## config.mk

```make
export PLATFORM = sky130hd
export DESIGN_NAME = syscall_unit
export DESIGN_NICKNAME = d
export VERILOG_FILES = /design/src/rtl/syscall_pkg.sv /design/src/rtl/syscall_unit_dec_gen.sv /design/src/rtl/syscall_unit.sv
export SDC_FILE = /design/constraint.sdc
export NUM_CORES = 1
export LEC_CHECK = 0
export BUFFER_PORTS_ARGS = -buffer_cell sky130_fd_sc_hd__buf_2
export CORE_ASPECT_RATIO = 0.9
export CORE_MARGIN = 1
export CORE_UTILIZATION = 35
export CTS_BUF_LIST = sky130_fd_sc_hd__clkbuf_8
export DETAILED_ROUTE_END_ITERATION = 16
export HOLD_SLACK_MARGIN = 0.02
export PLACE_DENSITY = 0.53
export SETUP_SLACK_MARGIN = 0.1
export SYNTH_ARGS = -nofsm -noshare
export SYNTH_HDL_FRONTEND = slang
export SYNTH_SLANG_ARGS = --single-unit
```

## constraint.sdc

```tcl
create_clock -name clk -period 4.1 [get_ports clk]
set_input_delay 0.205 -clock clk [delete_from_list [all_inputs] [get_ports clk]]
set_output_delay 0.205 -clock clk [all_outputs]
set_load 0.03 [all_outputs]
```

## src/rtl/syscall_pkg.sv

```systemverilog
// Shared definitions for the hardware SYSCALL responder: service codes,
// ASCII constants, FSM states and the power-of-ten table for decimal printing.
package syscall_pkg;

  localparam logic [31:0] SC_PRINT_INT = 32'd1;
  localparam logic [31:0] SC_PRINT_STR = 32'd4;
  localparam logic [31:0] SC_EXIT      = 32'd10;

  localparam logic [7:0] ASCII_ZERO  = 8'h30;
  localparam logic [7:0] ASCII_MINUS = 8'h2D;

  typedef enum logic [3:0] {
    IDLE,
    INT_SIGN,
    INT_DIGIT,
    STR_REQ,
    STR_WAIT,
    STR_EMIT,
    DONE,
    ERR,
    HALT
  } state_t;

  localparam logic [31:0] POW10 [10] = '{
    32'd1,
    32'd10,
    32'd100,
    32'd1000,
    32'd10000,
    32'd100000,
    32'd1000000,
    32'd10000000,
    32'd100000000,
    32'd1000000000
  };

  function automatic logic [31:0] pow10(input logic [3:0] k);
    return (k <= 4'd9) ? POW10[k] : 32'd0;
  endfunction

endpackage

```

## src/rtl/syscall_unit_dec_gen.sv

```systemverilog
// Magnitude-to-decimal sequencer: repeated subtraction of 10^k for k=9..0,
// leading zeros suppressed, one digit offered at a time on a valid/ready pair.
module syscall_dec_gen
  import syscall_pkg::*;
(
  input  logic        clk,
  input  logic        rst,
  input  logic        start,
  input  logic [31:0] mag,
  output logic        digit_valid,
  output logic [3:0]  digit,
  input  logic        digit_ready,
  output logic        last
);

  logic        run;
  logic [3:0]  k;
  logic [31:0] rem;
  logic [3:0]  cnt;
  logic        seen;
  logic [31:0] p;
  logic        ge;
  logic        emit;

  always_comb begin
    p           = pow10(k);
    ge          = (rem >= p);
    emit        = (cnt != 4'd0) || seen || (k == 4'd0);
    digit_valid = run && !ge && emit;
    digit       = cnt;
    last        = digit_valid && digit_ready && (k == 4'd0);
  end

  always_ff @(posedge clk) begin
    if (rst) begin
      run  <= 1'b0;
      k    <= '0;
      rem  <= '0;
      cnt  <= '0;
      seen <= 1'b0;
    end else if (start) begin
      run  <= 1'b1;
      k    <= 4'd9;
      rem  <= mag;
      cnt  <= '0;
      seen <= 1'b0;
    end else if (run) begin
      if (ge) begin
        rem <= rem - p;
        cnt <= cnt + 4'd1;
      end else if (!emit) begin
        // suppressed leading zero: skip to the next power without a handshake
        k <= k - 4'd1;
      end else if (digit_ready) begin
        cnt  <= '0;
        seen <= 1'b1;
        if (k == 4'd0) run <= 1'b0;
        else           k   <= k - 4'd1;
      end
    end
  end

endmodule

```

## src/rtl/syscall_unit.sv

```systemverilog
// SYSCALL responder: services print_int, print_string and exit, stalling the
// pipeline and streaming ASCII characters on a valid/ready byte interface.
module syscall_unit
  import syscall_pkg::*;
#(
  parameter int ADDR_W  = 10,
  parameter int MAX_STR = 256
) (
  input  logic              clk,
  input  logic              rst,
  input  logic              sc_valid,
  input  logic [31:0]       sc_v0,
  input  logic [31:0]       sc_a0,
  output logic              stall,
  output logic              sc_done,
  output logic              halt,
  output logic              err_invalid,
  output logic [ADDR_W-1:0] mem_addr,
  output logic              mem_ren,
  input  logic [31:0]       mem_rdata,
  output logic              out_valid,
  output logic [7:0]        out_data,
  input  logic              out_ready
);

  localparam int PW = ADDR_W + 2;
  localparam int CW = $clog2(MAX_STR + 1);

  state_t          state, state_nx;
  logic [31:0]     a0_q;
  logic [31:0]     word_q;
  logic [PW-1:0]   ptr_q;
  logic [CW-1:0]   cnt_q;
  logic            halt_seen;

  logic            dec_start;
  logic            dec_valid;
  logic            dec_ready;
  logic            dec_last;
  logic [3:0]      dec_digit;
  logic [31:0]     mag;
  logic [7:0]      str_byte;
  logic            xfer;

  always_comb begin
    mag      = a0_q[31] ? (~a0_q + 32'd1) : a0_q;
    str_byte = word_q[{ptr_q[1:0], 3'b000} +: 8];
    xfer     = out_valid && out_ready;
  end

  syscall_dec_gen u_dec (
    .clk         (clk),
    .rst         (rst),
    .start       (dec_start),
    .mag         (mag),
    .digit_valid (dec_valid),
    .digit       (dec_digit),
    .digit_ready (dec_ready),
    .last        (dec_last)
  );

  always_comb begin
    state_nx    = state;
    stall       = 1'b0;
    sc_done     = 1'b0;
    halt        = 1'b0;
    err_invalid = 1'b0;
    mem_ren     = 1'b0;
    mem_addr    = '0;
    out_valid   = 1'b0;
    out_data    = '0;
    dec_start   = 1'b0;
    dec_ready   = 1'b0;
    case (state)
      IDLE: begin
        if (sc_valid) begin
          stall = 1'b1;
          case (sc_v0)
            SC_PRINT_INT: state_nx = INT_SIGN;
            SC_PRINT_STR: state_nx = STR_REQ;
            SC_EXIT:      state_nx = HALT;
            default:      state_nx = ERR;
          endcase
        end
      end
      INT_SIGN: begin
        stall = 1'b1;
        if (a0_q[31]) begin
          out_valid = 1'b1;
          out_data  = ASCII_MINUS;
          if (out_ready) begin
            dec_start = 1'b1;
            state_nx  = INT_DIGIT;
          end
        end else begin
          dec_start = 1'b1;
          state_nx  = INT_DIGIT;
        end
      end
      INT_DIGIT: begin
        stall     = 1'b1;
        out_valid = dec_valid;
        out_data  = ASCII_ZERO + {4'h0, dec_digit};
        dec_ready = out_ready;
        if (dec_last) state_nx = DONE;
      end
      STR_REQ: begin
        stall    = 1'b1;
        mem_ren  = 1'b1;
        mem_addr = ptr_q[PW-1:2];
        state_nx = STR_WAIT;
      end
      STR_WAIT: begin
        stall    = 1'b1;
        state_nx = STR_EMIT;
      end
      STR_EMIT: begin
        stall = 1'b1;
        if (str_byte == 8'h00) begin
          state_nx = DONE;
        end else begin
          out_valid = 1'b1;
          out_data  = str_byte;
          if (out_ready) begin
            if (cnt_q == CW'(MAX_STR - 1)) state_nx = ERR;
            else if (ptr_q[1:0] == 2'd3)   state_nx = STR_REQ;
          end
        end
      end
      DONE: begin
        sc_done  = 1'b1;
        state_nx = IDLE;
      end
      ERR: begin
        sc_done     = 1'b1;
        err_invalid = 1'b1;
        state_nx    = IDLE;
      end
      HALT: begin
        halt    = 1'b1;
        stall   = 1'b1;
        sc_done = !halt_seen;
      end
      default: state_nx = IDLE;
    endcase
  end

  always_ff @(posedge clk) begin
    if (rst) begin
      state     <= IDLE;
      a0_q      <= '0;
      word_q    <= '0;
      ptr_q     <= '0;
      cnt_q     <= '0;
      halt_seen <= 1'b0;
    end else begin
      state     <= state_nx;
      halt_seen <= (state == HALT);
      if (state == IDLE && sc_valid) begin
        a0_q  <= sc_a0;
        ptr_q <= sc_a0[PW-1:0];
        cnt_q <= '0;
      end
      if (state == STR_WAIT) word_q <= mem_rdata;
      if (state == STR_EMIT && xfer) begin
        ptr_q <= ptr_q + 1'b1;
        cnt_q <= cnt_q + 1'b1;
      end
    end
  end

endmodule

```

* Word-level counts from Yosys, hierarchy flattened
Memory sizes are Yosys's and may differ from the RTL's.
Index checks and enable logic that the tools add are counted.
** Cells by class
- Add/subtract/negate cells :: 7
- Order comparisons :: 3
- Equality and inequality tests :: 23
- Shift-type cells :: 1
- Multiplexer cells :: 53
- Bitwise gates (word level) :: 4
- Reduce and logical (&&, ||, !) cells :: 29
** Operators by type and width (count)
- two-way mux 32 bit :: 7
- two-way mux 4 bit :: 17
- adder 32 x 1 -> 32 bit, second input constant :: 1
- equality test 32 x 1 -> 1 bit, second input constant :: 1
- equality test 32 x 3 -> 1 bit, second input constant :: 1
- equality test 32 x 4 -> 1 bit, second input constant :: 1
- >= comparator 32 bit :: 1
- inverter 32 bit :: 1
- variable part select 32 x 6 -> 8 bit :: 1
- subtractor 32 bit :: 1
- one-hot mux 4 bit (7 select lines) :: 1
- two-way mux 12 bit :: 2
- one-hot mux 8 bit (3 select lines) :: 1
- two-way mux 9 bit :: 2
- equality test 4 x 3 -> 1 bit, second input constant :: 4
- two-way mux 1 bit :: 16
- adder 12 x 1 -> 12 bit, second input constant :: 1
- one-hot mux 4 bit (3 select lines) :: 1
- AND reduction 4 bit :: 3
- two-way mux 10 bit :: 1
- nonzero test 2 bit :: 5
- adder 9 x 1 -> 9 bit, second input constant :: 1
- equality test 9 x 8 -> 1 bit, second input constant :: 1
- != test 3 bit, second input constant :: 3
- other kinds (30) :: 46
** Storage, ports and cells
- Bits in registers :: 132
- ROM bits :: 512
- Input bits :: 100
- Output and inout port bits :: 24
- Logic and storage cells :: 133
- Memories :: 1
** Memories
- (name not given) :: depth 16, bits a word 32, read ports 1, clocked after memory_dff 0, write ports 0, RTL line syscall_pkg.sv:38 : return (k <= 4'd9) ? POW10[k] : 32'd0;

* Longest topological paths before layout
- Depth in word-level cells :: 13
- Gate-level depth with buffers :: 19
- Mapped depth without buffers :: 17

* Cells and area by module
From an unflattened synthesis, not the netlist that was laid out.
** Second synthesis, totals
- Cells, all modules :: 1196
- Area, all modules :: 8926.1 um2
** Modules (own cells, without submodules)
- syscall_unit :: times used 1, cells an instance 654, area an instance 5024.8 um2, sequential area each 1801.7 um2
- syscall_dec_gen :: times used 1, cells an instance 542, area an instance 3901.2 um2, sequential area each 840.8 um2

* Worst setup path before layout
Ideal clock, no wire load.
- Kind :: register to output
- Start :: register u_dec.k[0]
- End :: output port out_valid
- Data arrival time :: 3.602 ns
- Data required time :: 3.895 ns
- Slack :: 0.293 ns
- Cell stages (with the launch flop) :: 15
- Path buffers :: 0
- Cells stage by stage :: dfxtp_1 > inv_1 > ha_1 > o21ai_0 > nor3_1 > a21oi_1 > or2_2 > ha_1 > a21o_1 > a21o_1 > a21oi_1 > o21ai_0 > a21oi_1 > o21ai_1 > o31ai_1
** Between the ends
- Word-level cells in the longest chain between the ends :: 10
- Elaborated cells on any way between the ends :: 13
- Those cells by class :: order compare: 2; mux: 4; bitwise: 1; reduce/logical: 5; memory: 1
** Ends and longest elaborated chain
- start: declaration :: RTL line syscall_unit_dec_gen.sv:17 : logic [3:0] k;
- start signal: assignment :: RTL line syscall_unit_dec_gen.sv:53 : k <= k - 4'd1;
- start signal: assignment :: RTL line syscall_unit_dec_gen.sv:58 : else k <= k - 4'd1;
- inverter 4 -> 5 bit (implied by the code) :: RTL line syscall_pkg.sv:38
- memory (16 x 32 bit)
- two-way mux 32 bit (implied by the code) (2 in a row) :: RTL line syscall_pkg.sv:38
- two-way mux 32 bit :: RTL line syscall_pkg.sv:38
- >= comparator 32 bit :: RTL line syscall_unit_dec_gen.sv:27 : ge = (rem >= p);
- zero test 1 bit :: RTL line syscall_unit_dec_gen.sv:29 : digit_valid = run && !ge && emit;
- logical AND 1 bit :: RTL line syscall_unit_dec_gen.sv:29
- logical AND 1 bit * :: RTL line syscall_unit_dec_gen.sv:29
- one-hot mux 1 bit (3 select lines) * :: RTL line syscall_unit.sv:74 : case (state)
- end: declaration :: RTL line syscall_unit.sv:21 : output logic out_valid,
Every way passes the cells marked *; elsewhere a longest branch is shown, timed or not. The select of a mux whose other input is x is not followed.

* Worst setup path in the final report
Ends and elaborated chain as after synthesis.

==> reports/metrics.cfg <==
[timing]
rsz0062_at_grt=yes
worst_slew_pin_slew_ns=1.191
fin_setup_tns_ns=0
skew_ns=0.02459
slew_violations=0
hold_viol_final=0
maxSlewHeadroom=0.2061
min_period_over_period=0.9324
finalCriticalPeriod_ns=3.823
setup_violations=0
fmax_ghz=0.2616

[detailed_routing]
routed_wl_mm=26.40
ant_nets=0
vias=8567
drt-initial-drc-count=578
met2_length_mm=11.35
drc=0
wl_per_cell_um=16.41
wl_met3_mm=1.078
top_layer_used=met4
vias_per_cell=5.324
wirelength_met1_mm=13.68
first_pass_iters=5

[logic_synthesis]
async_flop_share=0
synth_edf_count=0
ys_seq_area_frac=0.3091
synthTopCellsByArea=dfxtp_1 31%, nand2_1 9.2%, a21oi_1 7.6%
yosysMostFrequentCell=nand2_1
synth_cells=1113
synth.largest_area_cell=dfxtp_1
syn_area_um2=8549
synth.distinct_cells=80
ys_seq_elements=132
avgSynthCellArea_um2=7.681
synth_flop_cell=dfxtp_1
synth_top_area_frac=0.3091
syn-num-nets=1257
yosys_warnings=0
netlist_top_cells_count=209 x nand2_1, 132 x dfxtp_1, 129 x a21oi_1

[grt]
grt_pass1_wl_mm=42.50
first_global_vias=8038
grt_usage=0.2134
antenna_found_initial=0
grt_max_degree=97
grt_remaining_overflow=0

[status]
status=finished clean

[worst_setup_path]
path_class=reg2out
cp-start-kind=register
rrSetupSlack_ns=0.32
endpoint_kind=output pin
cp.required_ns=3.89
cp_top_family=compound AO/OA/AOI/OAI gates
max_stage_delay_ns=0.37
r2r-end=u_dec.rem[29]
crit_buf_inv=4
reg2reg_from=u_dec.k[0]
cp_common_cell=buf_4
critPathMaxFanout=6
critPathArrivalTime_ns=3.62
cp_cell_sequence=inv_1 -> ha_2 -> o21ai_2 -> nor2_1 -> buf_4 -> a21oi_1 -> ha_2 -> nand3_1 -> or2_2 -> a21bo_2 -> o311ai_2 -> buf_4 -> nor2_1 -> o21ai_2 -> o31ai_2 -> buf_4
cp-startpoint=u_dec.k[0]
r2r_cells=17
crit_path_top_delay_cell=dfxtp_4

[cells_and_area]
synthToLayoutAreaGrowth_pct=25.04
num-fill-cells=2411
layout-drive-gt1-share=0.1997
multi_input_area_um2=5627
regArea_um2=2646
nNetsFinal=1438
n_antenna_cell=0

[floorplan]
num_rows=53
design.portCount=124
fp.coreArea_um2=23670
die_area_um2=25060
die-height_um=150.3
initial_core_util=0.3611
die_width_um=166.7

[clocking]
clkTransAtPathRegs_ns=0.10
h-tree-depth=4
clockBufferDepth=2
clock-sinks=132
root_buffer=clkbuf_8
clock_latency_ns=0.46
cts_tree=built
cts-buffers-inserted=17

[min_path]
hold_depth=3
min_from=sc_a0[11]
hold_class=in2reg
min_to=a0_q[11]

[place]
gp_congestion=0.8892
portBuffers=123
dp_hpwl_mm=19.25

[power]
p_total_uw=8015
leakage_uw=0.004400
powerDensity_nw_per_um2=749.7
ir_drop_mv=0.2967

[job]
maxCapViolations=0

==> layout make-up <==
| class | instances | area share |
|---|---|---|
| clock buffer | 17 | 0.02189 |
| clock inverter | 15 | 0.01451 |
| inverter | 29 | 0.01018 |
| multi-input combinational | 889 | 0.5263 |
| sequential | 132 | 0.2475 |
| tap | 302 | 0.03535 |
| timing repair buffer | 225 | 0.1442 |
==> cell usage in the layout (no fill, tap or decap), types with 5 or more instances in the layout <==
cell type / netlist / final
xnor2_1: 34 / 34
or2_2: 5 / 5
buf_2: 5 / 121
dlygate4sd3_1: 0 / 57
or3_1: 9 / 9
o21ai_1: 13 / 13
o31ai_1: 12 / 11
xor2_1: 18 / 18
nor4_1: 10 / 9
clkbuf_8: 0 / 17
o21a_1: 8 / 8
o21ai_0: 44 / 41
a211o_1: 5 / 5
dfxtp_1: 132 / 131
nand2_1: 209 / 209
mux4_2: 8 / 8
o41ai_1: 7 / 7
nor3b_1: 9 / 9
a21oi_1: 129 / 126
and3_1: 24 / 24
or4_1: 7 / 7
o211ai_1: 5 / 5
nand3_1: 18 / 18
a31oi_1: 13 / 13
a221oi_1: 6 / 6
nor2b_1: 11 / 11
nand2b_1: 10 / 9
a211oi_1: 21 / 19
and2_1: 15 / 15
nor3_1: 13 / 12
buf_4: 0 / 46
a21o_1: 18 / 18
nor2_1: 85 / 82
inv_6: 0 / 7
a311oi_1: 11 / 11
ha_1: 43 / 38
inv_1: 29 / 29
==> power by group <==
part	switching (uW)	internal, uW	leakage [uW]
combinational	2920	2150	0.00313
sequential	263	1550	0.00108
clock	662	459	0.000196
total	3850	4170	0.00440
==> worst register-to-register path, cell delays in order (launching register included) <==
cell	delay, ns
dfxtp_4	0.37
inv_1	0.05
ha_2	0.21
o21ai_2	0.23
nor2_1	0.09
inv_1	0.12
nor2_4	0.06
a21oi_1	0.19
ha_1	0.35
a21o_1	0.21
a21o_1	0.19
a21o_1	0.19
a211o_1	0.32
o21ai_1	0.27
a311oi_1	0.17
o21ai_0	0.21
mux2_2	0.36
a31oi_1	0.15
==> metrics by stage <==
step | area (um^2) | std cells | hold slack [ns] | utilization | setup WS, ns
2_1_floorplan | 8549 | 1113 | 0.3410 | - | 0.2935
3_3_place_gp | 9599 | 1518 | 0.4415 | 0.4055 | 0.1494
3_5_place_dp | 9599 | 1518 | 0.4468 | 0.4055 | 0.06471
4_1_cts | 10560 | 1604 | 0.02050 | 0.4461 | 0.1122
5_1_grt | 10690 | 1609 | 0.02814 | 0.4516 | 0.09057
6_report | 10690 | 1609 | 0.03432 | 0.4516 | 0.2772
==> timing repair <==
item,CTS,global route
pin swaps,2,7
hold endpoints to repair,59,3
hold buffers,54,3
gates resized for setup,10,22
buffers inserted,0,2
setup endpoints to repair,13,32
==> layer usage <==
layer	GRT usage	vias to the layer above
met4	0.04352	0
met5	0	-
met2	0.3263	176
li1	-	4357
met3	0.03628	20
met1	0.3130	4014
==> flip-flops by register name, indices dropped and copies added (netlist names), 4 cells and up <==
signal       flops
ptr_q           12
cnt_q            9
word_q          32
u_dec.k          4
u_dec.digit      4
state            4
u_dec.rem       32
a0_q            32
==> cells by family (layout without fill, tap and decap cells) <==
kind of cell	Yosys count	after routing	synth area share
AO/OA/AOI/OAI	332	332	0.2545
XOR/XNOR	52	52	0.05327
adder cells (fa/ha/maj)	44	44	0.06527
buffers and inverters	92	286	0.04595
flip-flops	132	132	0.3091
multiplexers	13	13	0.02737
AND/OR/NAND/NOR	448	448	0.2446
==> how the worst max path moves through the flow <==
| stage | endpoint | slack (ns) | cells past startpoint |
|---|---|---|---|
| finish | out_valid | 0.28 | 16 |
| global route | out_valid | 0.09 | 16 |
| CTS | out_valid | 0.11 | 15 |
| detailed placement | u_dec.rem[6] | 0.06 | 18 |
| global placement | u_dec.rem[28] | 0.15 | 17 |
| floorplan | out_valid | 0.29 | 14 |
Note: power is estimated with default switching activity, not from simulation.
